### config.mk
export PLATFORM = sky130hd
export DESIGN_NAME = spi_cmd_ctrl
export DESIGN_NICKNAME = d
export VERILOG_FILES = /design/src/rtl/spi_cmd_pkg.sv /design/src/rtl/spi_cmd_regfile.sv /design/src/rtl/spi_cmd_ctrl.sv
export SDC_FILE = /design/constraint.sdc
export NUM_CORES = 1
export LEC_CHECK = 0
export CAP_MARGIN = 5
export CORE_ASPECT_RATIO = 0.9
export CORE_MARGIN = 5
export CORE_UTILIZATION = 50
export CTS_CLUSTER_SIZE = 16
export DETAILED_ROUTE_END_ITERATION = 8
export GPL_ROUTABILITY_DRIVEN = 1
export HOLD_SLACK_MARGIN = 0.12
export PLACE_DENSITY_LB_ADDON = 0.08
export SKIP_LAST_GASP = 1
export SLEW_MARGIN = 0
export SYNTH_ARGS = -nofsm -noshare
export SYNTH_HDL_FRONTEND = slang
export SYNTH_SLANG_ARGS = --single-unit
### constraint.sdc
create_clock -name i_clk -period 2.8 [get_ports i_clk]
set_input_delay 0.56 -clock i_clk [delete_from_list [all_inputs] [get_ports i_clk]]
set_output_delay 0.56 -clock i_clk [all_outputs]
set_load 0.03 [all_outputs]
### src/rtl/spi_cmd_pkg.sv
`default_nettype none
// ============================================================================
//  Module      : spi_cmd_pkg
//  Description : Shared opcodes, FSM state encoding and constant bytes for
//                the SPI command sequencer.
//  Revision    : 1.0 - initial release
// ============================================================================
package spi_cmd_pkg;

    // Command opcodes (first byte of every command)
    localparam logic [7:0] c_op_nop     = 8'h00;
    localparam logic [7:0] c_op_wr      = 8'h01;
    localparam logic [7:0] c_op_rd      = 8'h02;
    localparam logic [7:0] c_op_clr_err = 8'h0E;

    // Byte returned to the SPI master for an out-of-range read
    localparam logic [7:0] c_tx_err_byte = 8'hFF;

    // Command parser states
    typedef enum logic [2:0] {
        ST_IDLE  = 3'd0,
        ST_WADDR = 3'd1,
        ST_WDATA = 3'd2,
        ST_RADDR = 3'd3,
        ST_ERR   = 3'd4
    } state_t;

endpackage
`default_nettype wire

### src/rtl/spi_cmd_regfile.sv
`default_nettype none
// ============================================================================
//  Module      : spi_cmd_regfile
//  Description : NREGS x 8-bit register file with one synchronous write port,
//                one combinational read port and a flattened image output.
//  Revision    : 1.0 - initial release
// ============================================================================
module spi_cmd_regfile #(
    parameter int NREGS   = 8,
    parameter int ADDR_W  = 3
) (
    input  wire logic                 i_clk,
    input  wire logic                 i_rst,
    input  wire logic                 i_we,
    input  wire logic [ADDR_W-1:0]    i_waddr,
    input  wire logic [7:0]           i_wdata,
    input  wire logic [ADDR_W-1:0]    i_raddr,
    output logic      [7:0]           o_rdata,
    output logic      [8*NREGS-1:0]   o_regs
);

    logic [7:0] r_mem [NREGS];

    // Storage: synchronous clear, single write per cycle
    always_ff @(posedge i_clk) begin
        if (i_rst) begin
            for (int k = 0; k < NREGS; k++) begin
                r_mem[k] <= 8'h00;
            end
        end else if (i_we) begin
            r_mem[i_waddr] <= i_wdata;
        end
    end

    // Read port is combinational so a read command can stage data in one cycle
    always_comb begin
        o_rdata = r_mem[i_raddr];
    end

    generate
        for (genvar g = 0; g < NREGS; g++) begin : g_flat
            assign o_regs[8*g +: 8] = r_mem[g];
        end
    endgenerate

endmodule
`default_nettype wire

### src/rtl/spi_cmd_ctrl.sv
`default_nettype none
// ============================================================================
//  Module      : spi_cmd_ctrl
//  Description : System-clock command sequencer behind the SPI slave. Parses
//                WR / RD / NOP / CLR_ERR frames, owns the register file and
//                stages read data for the SPI transmit path.
//                Optional open-frame timeout: define SPI_CMD_TIMEOUT_EN.
//  Revision    : 1.0 - initial release
// ============================================================================
module spi_cmd_ctrl
    import spi_cmd_pkg::*;
#(
    parameter int NREGS       = 8,
    parameter int TIMEOUT_CYC = 50000
) (
    input  wire logic                 i_clk,
    input  wire logic                 i_sys_rst,
    input  wire logic                 i_cs,
    input  wire logic [7:0]           i_rx_byte,
    input  wire logic                 i_rx_valid,
    output logic      [7:0]           o_tx_byte,
    output logic                      o_tx_rdy,
    output logic      [8*NREGS-1:0]   o_regs,
    output logic                      o_wr_strobe,
    output logic      [7:0]           o_wr_addr,
    output logic                      o_busy,
    output logic                      o_err
);

    localparam int         c_aw      = (NREGS > 1) ? $clog2(NREGS) : 1;
    localparam logic [8:0] c_nregs9  = 9'(NREGS);

    // ------------------------------------------------------------------
    // Chip-select synchroniser and rising-edge (end of frame) detect.
    // Flops reset high so a deasserted bus never produces a false edge.
    // ------------------------------------------------------------------
    logic r_cs_meta, r_cs_sync, r_cs_last;
    logic w_cs_rise;

    // Two-flop synchroniser plus one delay stage for edge detection
    always_ff @(posedge i_clk) begin
        if (i_sys_rst) begin
            r_cs_meta <= 1'b1;
            r_cs_sync <= 1'b1;
            r_cs_last <= 1'b1;
        end else begin
            r_cs_meta <= i_cs;
            r_cs_sync <= r_cs_meta;
            r_cs_last <= r_cs_sync;
        end
    end

    assign w_cs_rise = r_cs_sync & ~r_cs_last;

    // ------------------------------------------------------------------
    // Parser state and registered outputs
    // ------------------------------------------------------------------
    state_t             r_state, w_state_nx;
    logic [c_aw-1:0]    r_addr, w_addr_nx;
    logic [7:0]         r_tx_byte, w_tx_byte_nx;
    logic               r_tx_rdy, w_tx_rdy_nx;
    logic               r_wr_strobe, w_wr_strobe_nx;
    logic [7:0]         r_wr_addr, w_wr_addr_nx;
    logic               r_err, w_err_nx;
    logic               w_we;
    logic [7:0]         w_rdata;
    logic               w_in_range;
    logic               w_tmo_hit;

    // Full 8-bit byte compared against NREGS so aliasing addresses are rejected
    assign w_in_range = ({1'b0, i_rx_byte} < c_nregs9);

    // ------------------------------------------------------------------
    // Optional open-frame timeout
    // ------------------------------------------------------------------
`ifdef SPI_CMD_TIMEOUT_EN
    localparam int c_tmo_w = $clog2(TIMEOUT_CYC) + 1;

    logic [c_tmo_w-1:0] r_tmo_cnt;
    logic               w_frame_open;

    assign w_frame_open = (r_state == ST_WADDR) || (r_state == ST_WDATA) ||
                          (r_state == ST_RADDR);
    assign w_tmo_hit    = w_frame_open && (r_tmo_cnt == c_tmo_w'(TIMEOUT_CYC - 1));

    // Idle-cycle counter: restarts on every byte and whenever the parser goes idle
    always_ff @(posedge i_clk) begin
        if (i_sys_rst || i_rx_valid || (w_state_nx == ST_IDLE)) begin
            r_tmo_cnt <= '0;
        end else if (w_frame_open) begin
            r_tmo_cnt <= r_tmo_cnt + 1'b1;
        end
    end
`else
    logic [31:0] w_unused_tmo;

    assign w_unused_tmo = TIMEOUT_CYC;
    assign w_tmo_hit    = 1'b0;
`endif

    // State and output registers
    always_ff @(posedge i_clk) begin
        if (i_sys_rst) begin
            r_state     <= ST_IDLE;
            r_addr      <= '0;
            r_tx_byte   <= 8'h00;
            r_tx_rdy    <= 1'b0;
            r_wr_strobe <= 1'b0;
            r_wr_addr   <= 8'h00;
            r_err       <= 1'b0;
        end else begin
            r_state     <= w_state_nx;
            r_addr      <= w_addr_nx;
            r_tx_byte   <= w_tx_byte_nx;
            r_tx_rdy    <= w_tx_rdy_nx;
            r_wr_strobe <= w_wr_strobe_nx;
            r_wr_addr   <= w_wr_addr_nx;
            r_err       <= w_err_nx;
        end
    end

    // Next-state and output decode; frame abort has priority over a byte
    always_comb begin
        w_state_nx     = r_state;
        w_addr_nx      = r_addr;
        w_tx_byte_nx   = r_tx_byte;
        w_tx_rdy_nx    = 1'b0;
        w_wr_strobe_nx = 1'b0;
        w_wr_addr_nx   = r_wr_addr;
        w_err_nx       = r_err;
        w_we           = 1'b0;

        if (w_cs_rise) begin
            w_state_nx = ST_IDLE;
        end else if (i_rx_valid) begin
            unique case (r_state)
                ST_IDLE: begin
                    unique case (i_rx_byte)
                        c_op_nop:     w_state_nx = ST_IDLE;
                        c_op_clr_err: w_err_nx   = 1'b0;
                        c_op_wr:      w_state_nx = ST_WADDR;
                        c_op_rd:      w_state_nx = ST_RADDR;
                        default: begin
                            w_err_nx   = 1'b1;
                            w_state_nx = ST_ERR;
                        end
                    endcase
                end
                ST_WADDR: begin
                    if (w_in_range) begin
                        w_addr_nx  = i_rx_byte[c_aw-1:0];
                        w_state_nx = ST_WDATA;
                    end else begin
                        w_err_nx   = 1'b1;
                        w_state_nx = ST_ERR;
                    end
                end
                ST_WDATA: begin
                    w_we           = 1'b1;
                    w_wr_strobe_nx = 1'b1;
                    w_wr_addr_nx   = 8'(r_addr);
                    w_state_nx     = ST_IDLE;
                end
                ST_RADDR: begin
                    w_tx_rdy_nx = 1'b1;
                    if (w_in_range) begin
                        w_tx_byte_nx = w_rdata;
                        w_state_nx   = ST_IDLE;
                    end else begin
                        w_tx_byte_nx = c_tx_err_byte;
                        w_err_nx     = 1'b1;
                        w_state_nx   = ST_ERR;
                    end
                end
                ST_ERR: begin
                    w_state_nx = ST_ERR;
                end
                default: begin
                    w_state_nx = ST_IDLE;
                end
            endcase
        end else if (w_tmo_hit) begin
            w_err_nx   = 1'b1;
            w_state_nx = ST_IDLE;
        end
    end

    spi_cmd_regfile #(
        .NREGS   (NREGS),
        .ADDR_W  (c_aw)
    ) u_regfile (
        .i_clk   (i_clk),
        .i_rst   (i_sys_rst),
        .i_we    (w_we),
        .i_waddr (r_addr),
        .i_wdata (i_rx_byte),
        .i_raddr (i_rx_byte[c_aw-1:0]),
        .o_rdata (w_rdata),
        .o_regs  (o_regs)
    );

    assign o_tx_byte   = r_tx_byte;
    assign o_tx_rdy    = r_tx_rdy;
    assign o_wr_strobe = r_wr_strobe;
    assign o_wr_addr   = r_wr_addr;
    assign o_busy      = (r_state != ST_IDLE);
    assign o_err       = r_err;

endmodule
`default_nettype wire

==> flow_summary.yaml, run 1 <==
outcome:
  status: "complete, no violations"
power:
  p_comb_share_pct: 12.1
  worst_ir_drop_vdd_mv: 0.334
  p_sw_share_pct: 23.5
  cell_internal_pwr_w: 0.00209
  power.switching_w: 0.000641
  leakage_nw: 1.90
  pwr-share-seq_pct: 52.7
  p_clk_share_pct: 35.2
  power.density_nw_per_um2: 520
yosys:
  synth-seq-cells: 87
  synth_ff_type: "edfxtp_1"
  ys_seq_area_share_pct: 60.8
  synth_area_per_cell_um2: 13.6
  syn_inst: 287
  async_flop_share_pct: 0
  synth_cell_type_count: 39
  synth_edf_count: 64
  ys_warn_count: 0
  synth_area_um2: 3920
global_routing:
  grt_usage_pct: 21.6
  grt.overflow.total: 0
  grt_pass1_vias: 2719
  antenna_found_initial: 0
  grt_pass1_wl_um: 15400
  grt_max_degree: 30
routing:
  post_drt_wl_per_cell_um: 20.3
  viasPerCell: 5.48
  antenna_left: 0
  dr.pass1.iters: 4
  initialDrtViolationCount: 156
  wl_met2_um: 4750
  drcViolationCount: 0
  highest_layer: "met4"
  num_vias: 2700
  met3_length_um: 891
  wirelength_um: 10000
  met1_length_um: 4310
timing:
  slew_viol_final: 0
  period_share_pct: 85.2
  setup_viol: 0
  max_freq_mhz: 419
  holdWs_ps: 419
  rsz0062_at_grt: "no"
  slew_headroom_pct: 66.5
  fin_skew_ps: 10.4
  worst_pin_slew_ps: 498
  finalCriticalPeriod_ps: 2390
  final_hold_viol_count: 0
  fin_tns_setup_ps: 0
floorplanning:
  die_w_um: 103
  rows: 30
  dieArea_um2: 9710
  fp.dieH_um: 94.0
  ios: 96
  start_util_pct: 51.7
  coreArea_um2: 7580
setup_path:
  cp_slowest_cell: "clkdlybuf4s50_1"
  r2r_setup_slack_ps: 880
  slowest_delay_ps: 700
  r2r-end: "u_regfile.r_mem[0][3]"
  cp_num_buf_inv: 1
  path_cells: "or3_1, clkdlybuf4s50_1"
  critPathTopFamily: "buffers and inverters"
  arrival_ps: 1830
  path_depth: 2
  critPathMaxFanout: 8
  crit_required_ps: 2240
  cp-end-kind: "primary output"
  r2r-start: "r_state[1]"
  start_kind: "register"
  rr_worst_depth: 4
  critPathKind: "register to primary output"
clocking:
  hold_buffers: 0
  cts-root-buf: "clkbuf_8"
  clk_pin_slew_ps: 80
  post_cts_buffers: 0
  cts.sinks: 87
  cts.htree.levels: 3
  cts_tree: "built"
  cts_resized: 0
  insertion_delay_ps: 350
  cts_buffers: 9
  cts_buffer_depth: 2
min_path:
  hold-path-endpoint: "r_cs_sync"
  hp-class: "register to register"
  whs_path_depth: 1
  hold_start: "r_cs_meta"
placed_design:
  hpwlAfterDp_um: 7220
  gp_congestion: 0.892
  io_buffers: 90
run:
  max-cap-violations: 0
final_layout:
  n_antenna_cell: 0
  n_fill_cell: 563
  syn_to_final_growth_pct: 34.0
  final_core_util_pct: 69.2
  final_layout_size_suffix_gt1_share_pct: 16.9
  nets: 404
==> cell type report <==
type | count | area (µm²) | area share, %
timing repair buffer | 109 | 1070 | 20.4
clock inverter | 2 | 35.0 | 0.667
clock buffer | 14 | 194 | 3.69
multi-input combinational | 184 | 1450 | 27.6
tap | 96 | 120 | 2.29
sequential | 87 | 2380 | 45.4
inverter | 1 | 3.75 | 0.0715
==> power by group through the flow <==
stage	combinational, W	clock (W)	sequential, W
after floorplan	0.000120	0	0.00154
after global placement	0.000328	0	0.00147
after detailed placement	0.000331	0	0.00147
after CTS	0.000332	0.000981	0.00144
after global routing	0.000346	0.00104	0.00145
final	0.000329	0.000962	0.00144
==> worst register-to-register path: stages, from the launching register on <==
cell and delay (ps):
dfxtp_1 520, nand4_1 170, or2_1 360, nor4_4 190, or2_1 360
==> per-layer routing <==
layer | global-route usage [%] | vias to the layer above
met1 | 30.1 | 1324
met4 | 4.42 | 0
met5 | 0 | -
met3 | 6.09 | 8
met2 | 34.1 | 119
li1 | - | 1249
==> cell usage in the layout, fill, tap and decap left out, types with 2 or more instances in the layout <==
cell type	n
clkdlybuf4s50_1	90
edfxtp_1	64
nor2_1	25
or2_2	10
nor3_1	8
o41ai_1	2
or3_1	2
mux2i_1	13
nor3b_1	2
or2_1	2
a211oi_1	8
mux4_2	16
buf_12	2
nand2b_1	3
a21oi_1	2
dfxtp_1	23
clkbuf_8	12
nand4_1	2
nor2b_1	3
conb_1	5
buf_4	17
and2_1	60
nand2_1	6
==> kinds of logic (layout without fill, tap and decap cells) <==
kind of cell	count (synthesis)	after routing	share of synthesized area [%]
DFF	87	87	60.8
buffers and inverters	20	126	2.65
other	1	5	0.0957
AOI/OAI and AO/OA	17	17	3.39
xor gates and xnor gates	1	1	0.224
muxes	29	29	12.5
and+or+nand+nor	132	132	20.3
==> stage by stage <==
stage / std cells / worst slack (ps) / total power (W) / instance area, µm²
after floorplan: 291 / 804 / 0.00166 / 3930
after global placement: 477 / 339 / 0.00180 / 5020
after detailed placement: 477 / 231 / 0.00180 / 5020
after CTS: 493 / 422 / 0.00275 / 5250
after global routing: 493 / 356 / 0.00283 / 5250
final: 493 / 414 / 0.00273 / 5250
==> Yosys cell counts (2+ instances only) <==
cell | count | area, µm²
edfxtp_1 | 64 | 1920
and2_1 | 60 | 375
nor2_1 | 25 | 93.8
dfxtp_1 | 23 | 460
mux4_2 | 16 | 360
mux2i_1 | 13 | 130
or2_2 | 10 | 62.6
a211oi_1 | 8 | 60.1
nor3_1 | 8 | 40.0
clkbuf_1 | 7 | 26.3
buf_4 | 6 | 45.0
nand2_1 | 6 | 22.5
buf_2 | 5 | 25.0
nand2b_1 | 3 | 18.8
nor2b_1 | 3 | 18.8
a21oi_1 | 2 | 10.0
nand4_1 | 2 | 12.5
nor3b_1 | 2 | 15.0
o41ai_1 | 2 | 17.5
or2_1 | 2 | 12.5
or3_1 | 2 | 12.5
==> sequential cells by signal (all words and copies together) (netlist names), 3 cells and up <==
| name | flops |
|---|---|
| u_regfile.r_mem | 64 |
| o_tx_byte | 8 |
| o_wr_addr | 3 |
| r_addr | 3 |
| r_state | 3 |
==> how the worst max path moves through the flow <==
stage                 startpoint               endpoint  slack [ps]
floorplan             i_rx_valid  u_regfile.r_mem[0][0]         800
global placement    i_rx_byte[4]              r_addr[1]         340
detailed placement  i_rx_byte[4]             r_state[2]         230
CTS                   r_state[1]                 o_busy         420
global route          r_state[1]                 o_busy         360
finish                r_state[1]                 o_busy         410
No activity file was read; power rests on OpenSTA's default activity.
==> run 2, diff against run 1 <==
--- a/config.mk
+++ b/config.mk
@@ -12,7 +12,7 @@
 export CTS_CLUSTER_SIZE = 16
 export DETAILED_ROUTE_END_ITERATION = 8
 export GPL_ROUTABILITY_DRIVEN = 1
-export HOLD_SLACK_MARGIN = 0.12
+export HOLD_SLACK_MARGIN = 0.06
 export PLACE_DENSITY_LB_ADDON = 0.08
 export SKIP_LAST_GASP = 1
 export SLEW_MARGIN = 0
==> results of run 2 <==
Same layout as run 1: the final DEF is identical, and so are final timing and power.
==> run 3, diff against run 2 <==
--- a/config.mk
+++ b/config.mk
@@ -7,7 +7,6 @@
 export LEC_CHECK = 0
 export CAP_MARGIN = 5
 export CORE_ASPECT_RATIO = 0.9
-export CORE_MARGIN = 5
 export CORE_UTILIZATION = 50
 export CTS_CLUSTER_SIZE = 16
 export DETAILED_ROUTE_END_ITERATION = 8
==> flow_summary.yaml, run 3 (synthesis results as in run 1) <==
outcome:
  status: "complete, no violations"
placed_design:
  gp_congestion: 0.784
  pre_cts_ws_ps: 216
  io_buffers: 90
  hpwlAfterDp_um: 6660
  place_area_um2: 5020
clocking:
  cts.htree.levels: 3
  cts_buffer_depth: 2
  hold_buffers: 0
  cts_tree: "built"
  cts_buffers: 9
  cts-root-buf: "clkbuf_8"
  clk_pin_slew_ps: 90
  cts.sinks: 87
  cts_resized: 0
  post_cts_buffers: 0
  insertion_delay_ps: 350
final_layout:
  multi_input_comb_area_um2: 1450
  n_antenna_cell: 0
  nets: 404
  syn_to_final_growth_pct: 33.6
  mostFrequentLayoutCells: "clkdlybuf4s50_1, edfxtp_1, and2_1"
  final_layout_size_suffix_gt1_share_pct: 16.6
  design_area_um2: 5230
  seqCellArea_um2: 2380
  largest_reg_flops: 64
  mostFrequentLayoutCell: "clkdlybuf4s50_1"
  n_fill_cell: 566
  regMostFlops: "u_regfile.r_mem"
routing:
  num_vias: 2717
  wirelength_um: 9450
  viasPerCell: 5.51
  dr.pass1.iters: 4
  initialDrtViolationCount: 136
  drcViolationCount: 0
  antenna_left: 0
  post_drt_wl_per_cell_um: 19.2
power:
  leakage_nw: 1.89
  total_power_w: 0.00266
  power.density_nw_per_um2: 509
  worst_ir_drop_vdd_mv: 0.346
setup_path:
  r2r_setup_slack_ps: 840
  r2r-end: "u_regfile.r_mem[0][0]"
  rr_worst_depth: 5
  arrival_ps: 1830
  crit_required_ps: 2240
  r2r-start: "r_state[0]"
  start_kind: "register"
  cp-end-kind: "primary output"
  critPathMaxFanout: 8
  critPathKind: "register to primary output"
timing:
  finalCriticalPeriod_ps: 2390
  final_hold_viol_count: 0
  setup_viol: 0
  slew_viol_final: 0
  period_share_pct: 85.2
  max_freq_mhz: 419
  fin_tns_setup_ps: 0
  fin_skew_ps: 7.64
  fin_ws_ps: 414
  rsz0062_at_grt: "no"
floorplanning:
  ios: 96
  fp.dieH_um: 86.0
  start_util_pct: 51.7
  rows: 30
  coreArea_um2: 7580
  dieArea_um2: 8190
  die_w_um: 95.3
global_routing:
  grt_max_degree: 30
  grt_pass1_vias: 2593
  antenna_found_initial: 0
  grt_usage_pct: 24.6
  grt.overflow.total: 0
  grt_pass1_wl_um: 14300
min_path:
  hold_start: "r_cs_meta"
  hold-path-endpoint: "r_cs_sync"
  whs_path_depth: 1
  hp-class: "register to register"
run:
  max-cap-violations: 0
run 3: area by class of cell:
class | count | area share (%)
Timing Repair Buffer | 109 | 20.4
Sequential cell | 87 | 45.5
Tap cell | 96 | 2.30
Multi-Input combinational cell | 184 | 27.6
Clock inverter | 4 | 0.454
Clock buffer | 12 | 3.59
Inverter | 1 | 0.0717
run 3: worst max path at each step:
stage	from	endpoint	slack (ps)	cells past startpoint
2_1_floorplan	i_rx_valid	u_regfile.r_mem[0][0]	800	5
5_1_grt	r_state[1]	o_busy	320	2
3_3_place_gp	i_rx_byte[7]	r_state[2]	340	6
6_report	r_state[1]	o_busy	410	2
3_5_place_dp	i_rx_byte[4]	o_err	220	6
4_1_cts	r_state[1]	o_busy	410	2
run 3: layer usage:
layer  vias to the layer above  wire length [µm]  share of wire (%)  global-route usage, %
met5                         -                 0                  0                      0
met2                       127              4460                 47                   37.6
met4                         0                88               0.93                   7.02
met1                      1338              4310                 46                   35.9
met3                         8               595                6.3                   4.88
li1                       1244                 -                  -                      -
run 3: where the power goes:
part	switching [W]	leakage, nW	total (W)	internal [W]
combinational	0.000192	0.943	0.000329	0.000137
sequential	0.0000246	0.840	0.00144	0.00142
clock	0.000443	0.104	0.000894	0.000451
run 3: through the flow:
step	std cells	hold slack (ps)	utilization [%]
3_3_place_gp	477	393	66.2
4_1_cts	493	452	69.0
2_1_floorplan	291	389	-
3_5_place_dp	477	426	66.2
5_1_grt	493	473	69.0
6_report	493	444	69.0
run 3: critical path, cell delays in order, from the launching register on:
cell,delay [ps]
dfxtp_1,530
or3_1,250
clkdlybuf4s50_1,700
